==> src/rtl/cbf_spectrum_peak_reporter.sv <==
`default_nettype none
// ============================================================================
// Module   : cbf_spectrum_peak_reporter
// Brief    : Per-frame argmax over the CBF power spectrum; emits a byte-wide
//            report (peak index, then peak power MSB byte first).
// Revision : 1.0 - initial release
// ============================================================================
module cbf_spectrum_peak_reporter #(
    parameter int WORD_LENGTH_POWER  = 88,
    parameter int PHI_SCAN_NUM_STEPS = 51,
    parameter int WORD_LENGTH_OUT    = 8
) (
    input  logic                         clk,
    input  logic                         rst_n,
    input  logic [WORD_LENGTH_POWER-1:0] s_axis_tdata,
    input  logic                         s_axis_tvalid,
    input  logic                         s_axis_tlast,
    output logic                         s_axis_tready,
    output logic [WORD_LENGTH_OUT-1:0]   m_axis_tdata,
    output logic                         m_axis_tvalid,
    output logic                         m_axis_tlast,
    input  logic                         m_axis_tready,
    output logic                         frame_error
);

    localparam int         POWER_BYTES = (WORD_LENGTH_POWER + 7) / 8;
    localparam int         c_REP_BITS  = POWER_BYTES * 8;
    localparam int         c_PAD_BITS  = c_REP_BITS - WORD_LENGTH_POWER;
    localparam logic [7:0] c_LAST_BIN  = 8'(PHI_SCAN_NUM_STEPS - 1);
    localparam logic [7:0] c_LAST_BYTE = 8'(POWER_BYTES);

    localparam logic [1:0] c_ST_SCAN = 2'd0;
    localparam logic [1:0] c_ST_DROP = 2'd1;
    localparam logic [1:0] c_ST_EMIT = 2'd2;

    logic [1:0]                   r_state;
    logic [1:0]                   w_next_state;
    logic [7:0]                   r_bin_cnt;
    logic [WORD_LENGTH_POWER-1:0] r_max;
    logic [7:0]                   r_idx;
    logic [c_REP_BITS-1:0]        r_rep_shift;
    logic [7:0]                   r_byte_cnt;
    logic                         r_out_valid;
    logic [WORD_LENGTH_OUT-1:0]   r_out_data;
    logic                         r_out_last;
    logic                         r_frame_error;
    logic                         r_in_ready;

    logic                         w_in_hs;
    logic                         w_scan_hs;
    logic                         w_drop_hs;
    logic                         w_at_last_bin;
    logic                         w_take;
    logic [WORD_LENGTH_POWER-1:0] w_upd_max;
    logic [7:0]                   w_upd_idx;
    logic [c_REP_BITS-1:0]        w_pow_pad;
    logic                         w_good;
    logic                         w_short;
    logic                         w_long;
    logic                         w_out_hs;
    logic                         w_out_done;

    assign w_in_hs       = s_axis_tvalid && r_in_ready;
    assign w_scan_hs     = w_in_hs && (r_state == c_ST_SCAN);
    assign w_drop_hs     = w_in_hs && (r_state == c_ST_DROP);
    assign w_at_last_bin = (r_bin_cnt == c_LAST_BIN);

    // Strict compare so that ties keep the lowest bin index.
    assign w_take    = (r_bin_cnt == 8'd0) || (s_axis_tdata > r_max);
    assign w_upd_max = w_take ? s_axis_tdata : r_max;
    assign w_upd_idx = w_take ? r_bin_cnt : r_idx;

    assign w_good  = w_scan_hs &&  s_axis_tlast &&  w_at_last_bin;
    assign w_short = w_scan_hs &&  s_axis_tlast && !w_at_last_bin;
    assign w_long  = w_scan_hs && !s_axis_tlast &&  w_at_last_bin;

    assign w_out_hs   = r_out_valid && m_axis_tready;
    assign w_out_done = w_out_hs && r_out_last;

    generate
        if (c_PAD_BITS > 0) begin : g_pad
            assign w_pow_pad = {{c_PAD_BITS{1'b0}}, w_upd_max};
        end else begin : g_no_pad
            assign w_pow_pad = w_upd_max;
        end
    endgenerate

    always_comb begin
        w_next_state = r_state;
        case (r_state)
            c_ST_SCAN: begin
                if (w_good) begin
                    w_next_state = c_ST_EMIT;
                end else if (w_long) begin
                    w_next_state = c_ST_DROP;
                end
            end
            c_ST_DROP: begin
                if (w_drop_hs && s_axis_tlast) begin
                    w_next_state = c_ST_SCAN;
                end
            end
            c_ST_EMIT: begin
                if (w_out_done) begin
                    w_next_state = c_ST_SCAN;
                end
            end
            default: w_next_state = c_ST_SCAN;
        endcase
    end

    always_ff @(posedge clk or negedge rst_n) begin
        if (!rst_n) begin
            r_state       <= c_ST_SCAN;
            r_in_ready    <= 1'b0;
            r_frame_error <= 1'b0;
        end else begin
            r_state       <= w_next_state;
            r_in_ready    <= (w_next_state != c_ST_EMIT);
            r_frame_error <= w_short || w_long;
        end
    end

    // Running tracker; restarts at every frame boundary, good or bad.
    always_ff @(posedge clk or negedge rst_n) begin
        if (!rst_n) begin
            r_bin_cnt <= 8'd0;
            r_max     <= '0;
            r_idx     <= 8'd0;
        end else if (w_scan_hs) begin
            if (s_axis_tlast || w_at_last_bin) begin
                r_bin_cnt <= 8'd0;
                r_max     <= '0;
                r_idx     <= 8'd0;
            end else begin
                r_bin_cnt <= r_bin_cnt + 8'd1;
                r_max     <= w_upd_max;
                r_idx     <= w_upd_idx;
            end
        end else if (w_drop_hs && s_axis_tlast) begin
            r_bin_cnt <= 8'd0;
        end
    end

    // Report shifter: index byte first, then power bytes from the top.
    always_ff @(posedge clk or negedge rst_n) begin
        if (!rst_n) begin
            r_out_valid <= 1'b0;
            r_out_data  <= '0;
            r_out_last  <= 1'b0;
            r_rep_shift <= '0;
            r_byte_cnt  <= 8'd0;
        end else if (w_good) begin
            r_out_valid <= 1'b1;
            r_out_data  <= w_upd_idx;
            r_out_last  <= 1'b0;
            r_rep_shift <= w_pow_pad;
            r_byte_cnt  <= 8'd0;
        end else if (w_out_hs) begin
            if (r_out_last) begin
                r_out_valid <= 1'b0;
                r_out_last  <= 1'b0;
                r_out_data  <= '0;
            end else begin
                r_out_data  <= r_rep_shift[c_REP_BITS-1 -: 8];
                r_rep_shift <= r_rep_shift << 8;
                r_byte_cnt  <= r_byte_cnt + 8'd1;
                r_out_last  <= ((r_byte_cnt + 8'd1) == c_LAST_BYTE);
            end
        end
    end

    assign s_axis_tready = r_in_ready;
    assign m_axis_tdata  = r_out_data;
    assign m_axis_tvalid = r_out_valid;
    assign m_axis_tlast  = r_out_last;
    assign frame_error   = r_frame_error;

endmodule
`default_nettype wire

==> config.mk <==
export PLATFORM = sky130hd
export DESIGN_NAME = cbf_spectrum_peak_reporter
export DESIGN_NICKNAME = d
export VERILOG_FILES = /design/src/rtl/cbf_spectrum_peak_reporter.sv
export SDC_FILE = /design/constraint.sdc
export NUM_CORES = 1
export LEC_CHECK = 0
export ABC_CLOCK_PERIOD_IN_PS = 3750
export BUFFER_PORTS_ARGS = -buffer_cell sky130_fd_sc_hd__buf_4
export CORE_AREA = 2 2 146 148
export CTS_BUF_LIST = sky130_fd_sc_hd__clkbuf_8
export DETAILED_ROUTE_END_ITERATION = 16
export DIE_AREA = 0 0 148 150
export HOLD_SLACK_MARGIN = 0.1
export PLACE_DENSITY = 0.82
export SLEW_MARGIN = 20
export SYNTH_ARGS = -nofsm -noshare
export SYNTH_HDL_FRONTEND = slang
export SYNTH_SLANG_ARGS = --single-unit
==> constraint.sdc <==
create_clock -name clk -period 3.75 [get_ports clk]
set_input_delay 0.375 -clock clk [delete_from_list [all_inputs] [get_ports clk]]
set_output_delay 0.375 -clock clk [all_outputs]
set_load 0.02 [all_outputs]
==> impl_metrics.toml, run 1 <==
[run_status]
outcome = "finished clean"

[clocking]
cts_sinks = 214
cts_tree = "yes"
clockBufferDepth = 3
clk_pin_slew_ns = 0.06
cts_made_buffers = 40
h-tree-depth = 2
cts-root-buf = "clkbuf_8"
worst_skew_pair.late_latency_ns = 0.54

[placed_design]
pre_cts_ws_ns = 0.347
gp_congestion = 0.869
hpwlAfterDp_mm = 21.7
port_buffers = 104

[setup_path]
cp-start-kind = "input port"
crit_chain = "dlygate4sd3_1 -> buf_4 -> ha_1 -> nand4_1 -> nor3_2 -> nand4_1 -> nor4_1 -> o21ai_0 -> o211ai_4 -> buf_4 -> mux2_2 -> nor2_1"
crit_slowest_cell = "dlygate4sd3_1"
cpPeakStageDelay_ns = 0.57
critPathBufInv = 3
r2r_slack_ns = 0.34
required_ns = 4.20
critical_path_class = "in -> reg"
timing.rr.end = "r_rep_shift[22]$_DFFE_PN0P_"
crit_fanout = 34
arrival_ns = 4.00
crit_family = "simple AND/OR/NAND/NOR gates"
rr_startpoint = "r_max[84]$_DFFE_PN0P_"
endpoint_kind = "flop"
reg2regPathDepth = 11

[synthesis]
yosysWarnings = 0
ys_seq_area_share_pct = 42.1
synthArstFlopShare_pct = 100
yosys.area.top_type = "dfrtp_1"
ys_ff_latch = 214
synth_nets = 1594
synth_area_per_cell_sq_um = 9.03
synth_top_area_share_pct = 42.1
synth_ff_type = "dfrtp_1"
synth_cell_types = 54
synth_area_sq_um = 12700
synth_cells = 1408
synth_area_leaders = "dfrtp_1 42%, ha_1 9.1%, a22o_1 6.8%"
synth-edff-count = 0

[floorplan]
die_w_um = 148
coreArea_sq_um = 20700
floorplan.die.height_um = 150
rows = 53
start_util_pct = 61.5
pin_count = 105
die_area_sq_um = 22200

[detailed_routing]
vias_per_cell = 6.27
drc = 0
routed_wl_mm = 34.6
ant_nets = 0
first_pass_iters = 7
wire_per_inst_um = 18.8
drtIter0Drc = 923
via_count = 11600

[finish]
syn_to_final_growth_pct = 19.3
final_net_count = 1728
drive_gt1_share_pct = 13.7

[grt]
antenna_found_initial = 1
grtUsageTotal_pct = 31.2
grt_pass1_vias = 11400
grt_pass1_wl_mm = 56.5
grt_max_degree = 163
globalRouteOverflowTotal = 0

[timing]
slew_violations = 0
hold_violations = 0
fmax_mhz = 282
min_period_ns = 3.55
fin_skew_ns = 0.0278
tns_ns = 0
setup_viol = 0
worst_pin_slew_ns = 0.981
fin_ws_ns = 0.198
grt_setup_unrepaired = "false"
fin_crit_sh_pct = 94.7
maxSlewHeadroom_pct = 34.6

[flow_run]
drv_cap = 0

[pwr]
p_per_area_nw_per_um2 = 372
p_clk_share_pct = 38.3
p_switching_w = 0.00162
swShare_pct = 28.6
p_int_w = 0.00403
p_leak_nw = 7.26
peakVddDrop_mv = 0.308
seq_power_share_pct = 43.9
p_comb_share_pct = 17.8

[min_path]
min_to = "r_max[82]$_DFFE_PN0P_"
min_from = "s_axis_tdata[82]"
hold_path.class = "in -> reg"
hold_depth = 2
-- layout by cell type, fill, tap and decap left out, drive strengths merged, types with 11 or more instances in the layout --
| master | instances |
|---|---|
| a21oi | 109 |
| a22o | 99 |
| a31oi | 11 |
| a32o | 22 |
| and3 | 63 |
| buf | 128 |
| clkbuf | 51 |
| dfrtp | 214 |
| dlygate4sd3 | 70 |
| ha | 93 |
| inv | 111 |
| mux2 | 22 |
| nand2 | 203 |
| nand3 | 86 |
| nand4 | 17 |
| nor2 | 70 |
| nor3 | 33 |
| o21ai | 25 |
| o31a | 59 |
-- timing repair --
| action | 4_1_cts | 5_1_grt |
|---|---|---|
| hold buffers | 70 | 0 |
| setup buffers | 0 | 0 |
| hold endpoints to repair | 185 | 0 |
| resized for setup | 0 | 0 |
-- cell type report --
type / instances / area, sq um
inverter: 95 / 357
sequential: 214 / 5360
clock inverter: 17 / 67.6
multi-input combinational: 992 / 6590
antenna: 1 / 2.50
timing repair buffer: 199 / 1780
fill: 1510 / 5510
tap: 275 / 344
clock buffer: 50 / 688
-- registers in the layout, summed over array words and instances, names as in the netlist --
name / cells
r_rep_shift: 88
m_axis_tdata: 8
frame_error: 1
r_max: 88
r_byte_cnt: 8
r_bin_cnt: 8
r_state: 2
m_axis_tlast: 1
m_axis_tvalid: 1
s_axis_tready: 1
r_idx: 8
-- power by group through the flow --
stage	Sequential (W)	Combinational (W)	Clock (W)
floorplan	0.00249	0.000593	0
CTS	0.00247	0.000991	0.00219
detailed placement	0.00251	0.000926	0
global route	0.00249	0.00111	0.00230
global placement	0.00251	0.000893	0
finish	0.00248	0.00101	0.00217
-- cell families after synthesis --
family | Yosys count | synth area share (%)
buffers and inverters | 202 | 6.53
AO/OA/AOI/OAI | 369 | 21.3
multiplexers | 22 | 1.95
XOR/XNOR | 9 | 0.620
adder cells (fa/ha/maj) | 93 | 9.15
flip-flops | 214 | 42.1
AND/OR/NAND/NOR | 499 | 18.3
-- worst max-delay path by stage --
stage / start / endpoint / cells past startpoint
4_1_cts: s_axis_tdata[85] / r_rep_shift[21]$_DFFE_PN0P_ / 12
2_1_floorplan: s_axis_tdata[34] / r_max[47]$_DFFE_PN0P_ / 12
6_report: s_axis_tdata[85] / r_rep_shift[22]$_DFFE_PN0P_ / 12
5_1_grt: s_axis_tdata[86] / r_rep_shift[23]$_DFFE_PN0P_ / 12
3_5_place_dp: s_axis_tdata[85] / r_rep_shift[21]$_DFFE_PN0P_ / 11
3_3_place_gp: s_axis_tdata[85] / r_rep_shift[21]$_DFFE_PN0P_ / 11
-- Yosys cell counts (all sizes together) (2+ instances only) --
master,number
a211oi,7
a21boi,2
a21o,10
a21oi,109
a221oi,4
a22o,99
a22oi,4
a311oi,2
a31oi,11
a32o,22
and2,2
and3,63
and4,6
buf,28
clkbuf,79
dfrtp,214
ha,93
inv,95
mux2,22
nand2,203
nand2b,3
nand3,86
nand4,17
nor2,70
nor2b,3
nor3,33
nor3b,4
nor4,3
nor4b,2
o211ai,3
o21ai,25
o22ai,4
o31a,59
o31ai,2
or3,2
xnor2,4
xor2,5
-- metal layers --
metal	track usage (%)	wire (um)	part of all wire, %	up-vias
met2	49.0	16100	47	482
met1	42.2	14600	42	5614
li1	-	-	-	5344
met4	15.4	1460	4.2	0
met5	0	0	0	-
met3	5.49	2360	6.8	118
-- through the flow --
stage / utilization (%) / hold WS, ns / std cells / instance area [sq um] / power [W]
floorplan: - / 0.0794 / 1408 / 12700 / 0.00309
global route: 73.3 / 0.111 / 1843 / 15200 / 0.00590
CTS: 73.3 / 0.100 / 1842 / 15200 / 0.00566
detailed placement: 66.3 / 0.482 / 1705 / 13700 / 0.00344
finish: 73.3 / 0.117 / 1843 / 15200 / 0.00565
global placement: 66.3 / 0.482 / 1705 / 13700 / 0.00340
Note: power is estimated with default switching activity, not from simulation.
==> run 2, diff against run 1 <==
--- a/config.mk
+++ b/config.mk
@@ -5,14 +5,15 @@
 export SDC_FILE = /design/constraint.sdc
 export NUM_CORES = 1
 export LEC_CHECK = 0
-export ABC_CLOCK_PERIOD_IN_PS = 3750
+export ABC_CLOCK_PERIOD_IN_PS = 4100
 export BUFFER_PORTS_ARGS = -buffer_cell sky130_fd_sc_hd__buf_4
-export CORE_AREA = 2 2 146 148
+export CAP_MARGIN = 10
+export CORE_AREA = 2 2 143 145
 export CTS_BUF_LIST = sky130_fd_sc_hd__clkbuf_8
 export DETAILED_ROUTE_END_ITERATION = 16
-export DIE_AREA = 0 0 148 150
+export DIE_AREA = 0 0 145 147
 export HOLD_SLACK_MARGIN = 0.1
-export PLACE_DENSITY = 0.82
+export PLACE_DENSITY = 0.85
 export SLEW_MARGIN = 20
 export SYNTH_ARGS = -nofsm -noshare
 export SYNTH_HDL_FRONTEND = slang
==> constraint.sdc (replaced) <==
create_clock -name clk -period 4.1 [get_ports clk]
set_input_delay 0.41 -clock clk [delete_from_list [all_inputs] [get_ports clk]]
set_output_delay 0.41 -clock clk [all_outputs]
set_load 0.02 [all_outputs]
==> run 2 against run 1 <==
Critical path type unchanged. Final cell count fell by 4.0%. Count of clock-buffer cells in the layout rose by 3. Via count fell by 3.6%. Sequential power fell by 8.9%. Utilization fell by 0.13 points. Clock skew fell by 0.016 ns. Sequential cell count did not move. First-iteration DRC count rose by 25%. Clock power fell by 6%. Critical endpoint is now r_max[37]$_DFFE_PN0P_. Combinational power fell by 14%. Global-route usage fell by 0.085 points.
==> impl_metrics.toml, run 2 (synthesis results as in run 1) <==
[run_status]
outcome = "finished clean"

[clocking]
cts_setup_buffers = 0
cts_tree = "yes"
cts_hold_buf = 4
cts-root-buf = "clkbuf_8"
cts_sinks = 214
worst_skew_pair.late_latency_ns = 0.54
clk_pin_slew_ns = 0.06
ctsResizeCount = 0
cts_made_buffers = 38
clockBufferDepth = 3
h-tree-depth = 2

[grt]
grt_pass1_vias = 11000
antenna_found_initial = 0
grtUsageTotal_pct = 31.2
grt_max_degree = 123
globalRouteOverflowTotal = 0
grt_pass1_wl_mm = 54.9

[flow_run]
drv_cap = 0

[min_path]
hold_path.class = "in -> reg"
min_from = "s_axis_tdata[6]"
min_to = "r_max[6]$_DFFE_PN0P_"
hold_depth = 2

[finish]
diodes = 0
final_cells = 1769
nFillCells = 1471
final_cell_area_sq_um = 14500
drive_gt1_share_pct = 14.5
syn_to_final_growth_pct = 14.2
layout_commonest_cell = "dfrtp_1"
final_net_count = 1659
mostFrequentLayoutCells = "214 x dfrtp_1, 203 x nand2_1, 119 x buf_4, 109 x a21oi_1, 106 x inv_1"
largest_registers = "r_max (88), r_rep_shift (88)"

[detailed_routing]
drtIter0Drc = 1157
via_count = 11100
vias_per_cell = 6.30
first_pass_iters = 5
routed_wl_mm = 33.0
wire_per_inst_um = 18.6
ant_nets = 0
drc = 0

[timing]
tns_ns = 0
worst_pin_slew_ns = 0.896
slew_violations = 0
maxSlewHeadroom_pct = 40.3
min_period_ns = 3.58
hold_violations = 0
fmax_mhz = 279
fin_crit_sh_pct = 87.3
fin_skew_ns = 0.0122
setup_viol = 0
grt_setup_unrepaired = "false"

[floorplan]
coreArea_sq_um = 19800
start_util_pct = 64.1
pin_count = 105
die_area_sq_um = 21300
floorplan.die.height_um = 147
rows = 52
die_w_um = 145

[placed_design]
gp_congestion = 0.894
placed_cell_area_sq_um = 13700
hpwlAfterDp_mm = 21.4
port_buffers = 104
dp_cells = 1698

[pwr]
peakVddDrop_mv = 0.231
p_per_area_nw_per_um2 = 355
p_leak_nw = 6.97

[setup_path]
r2r_slack_ns = 0.69
rr_startpoint = "r_max[34]$_DFFE_PN0P_"
timing.rr.end = "r_max[37]$_DFFE_PN0P_"
endpoint_kind = "flop"
cp-start-kind = "input port"
critical_path_class = "in -> reg"
reg2regPathDepth = 11
arrival_ns = 4.04
crit_fanout = 50
required_ns = 4.56
run 2: area by class of cell:
| type | count | area [sq um] | share of cell area, % |
|---|---|---|---|
| inverter | 95 | 357 | 2.45 |
| clock inverter | 13 | 53.8 | 0.370 |
| tap | 270 | 338 | 2.33 |
| multi-input combinational | 992 | 6590 | 45.4 |
| clock buffer | 53 | 729 | 5.02 |
| sequential | 214 | 5360 | 36.9 |
| timing repair buffer | 132 | 1110 | 7.61 |
run 2: where the power goes:
part	internal (W)	total, W	switching, W
clock	0.00114	0.00203	0.000887
sequential	0.00220	0.00226	0.0000630
combinational	0.000362	0.000866	0.000504
run 2: metrics by stage:
stage / total power (W) / util [%] / hold slack (ns) / worst slack (ns)
after detailed placement: 0.00314 / 68.9 / 0.483 / 0.542
after global routing: 0.00540 / 73.2 / 0.120 / 0.357
after global placement: 0.00311 / 68.9 / 0.482 / 0.640
after floorplan: 0.00282 / - / 0.114 / 1.18
after CTS: 0.00517 / 73.1 / 0.102 / 0.509
final: 0.00516 / 73.2 / 0.116 / 0.522
run 2: how the worst max path moves through the flow:
stage	startpoint	endpoint	slack, ns	cells after the start
2_1_floorplan	s_axis_tdata[34]	r_max[47]$_DFFE_PN0P_	1.18	12
3_3_place_gp	s_axis_tdata[34]	r_max[37]$_DFFE_PN0P_	0.64	11
3_5_place_dp	s_axis_tdata[34]	r_max[41]$_DFFE_PN0P_	0.54	11
4_1_cts	s_axis_tdata[34]	r_max[37]$_DFFE_PN0P_	0.51	12
5_1_grt	s_axis_tdata[34]	r_max[37]$_DFFE_PN0P_	0.36	12
6_report	s_axis_tdata[34]	r_max[37]$_DFFE_PN0P_	0.52	12
run 2: routing by layer:
| layer | share of wire (%) | up-vias | global-route usage [%] |
|---|---|---|---|
| met5 | 0 | - | 0 |
| met3 | 6.3 | 82 | 4.16 |
| met1 | 43 | 5481 | 42.9 |
| li1 | - | 5207 | - |
| met4 | 3.2 | 0 | 12.9 |
| met2 | 48 | 375 | 50.4 |
run 2: worst max-delay path, cell delays in order:
cell	delay, ns
dlygate4sd3_1	0.54
buf_4	0.14
ha_1	0.31
and4_1	0.23
nor4b_2	0.18
a221oi_1	0.25
o21ai_0	0.15
a2111oi_2	0.65
o41ai_1	0.21
a31oi_4	0.18
buf_4	0.52
a22o_1	0.24
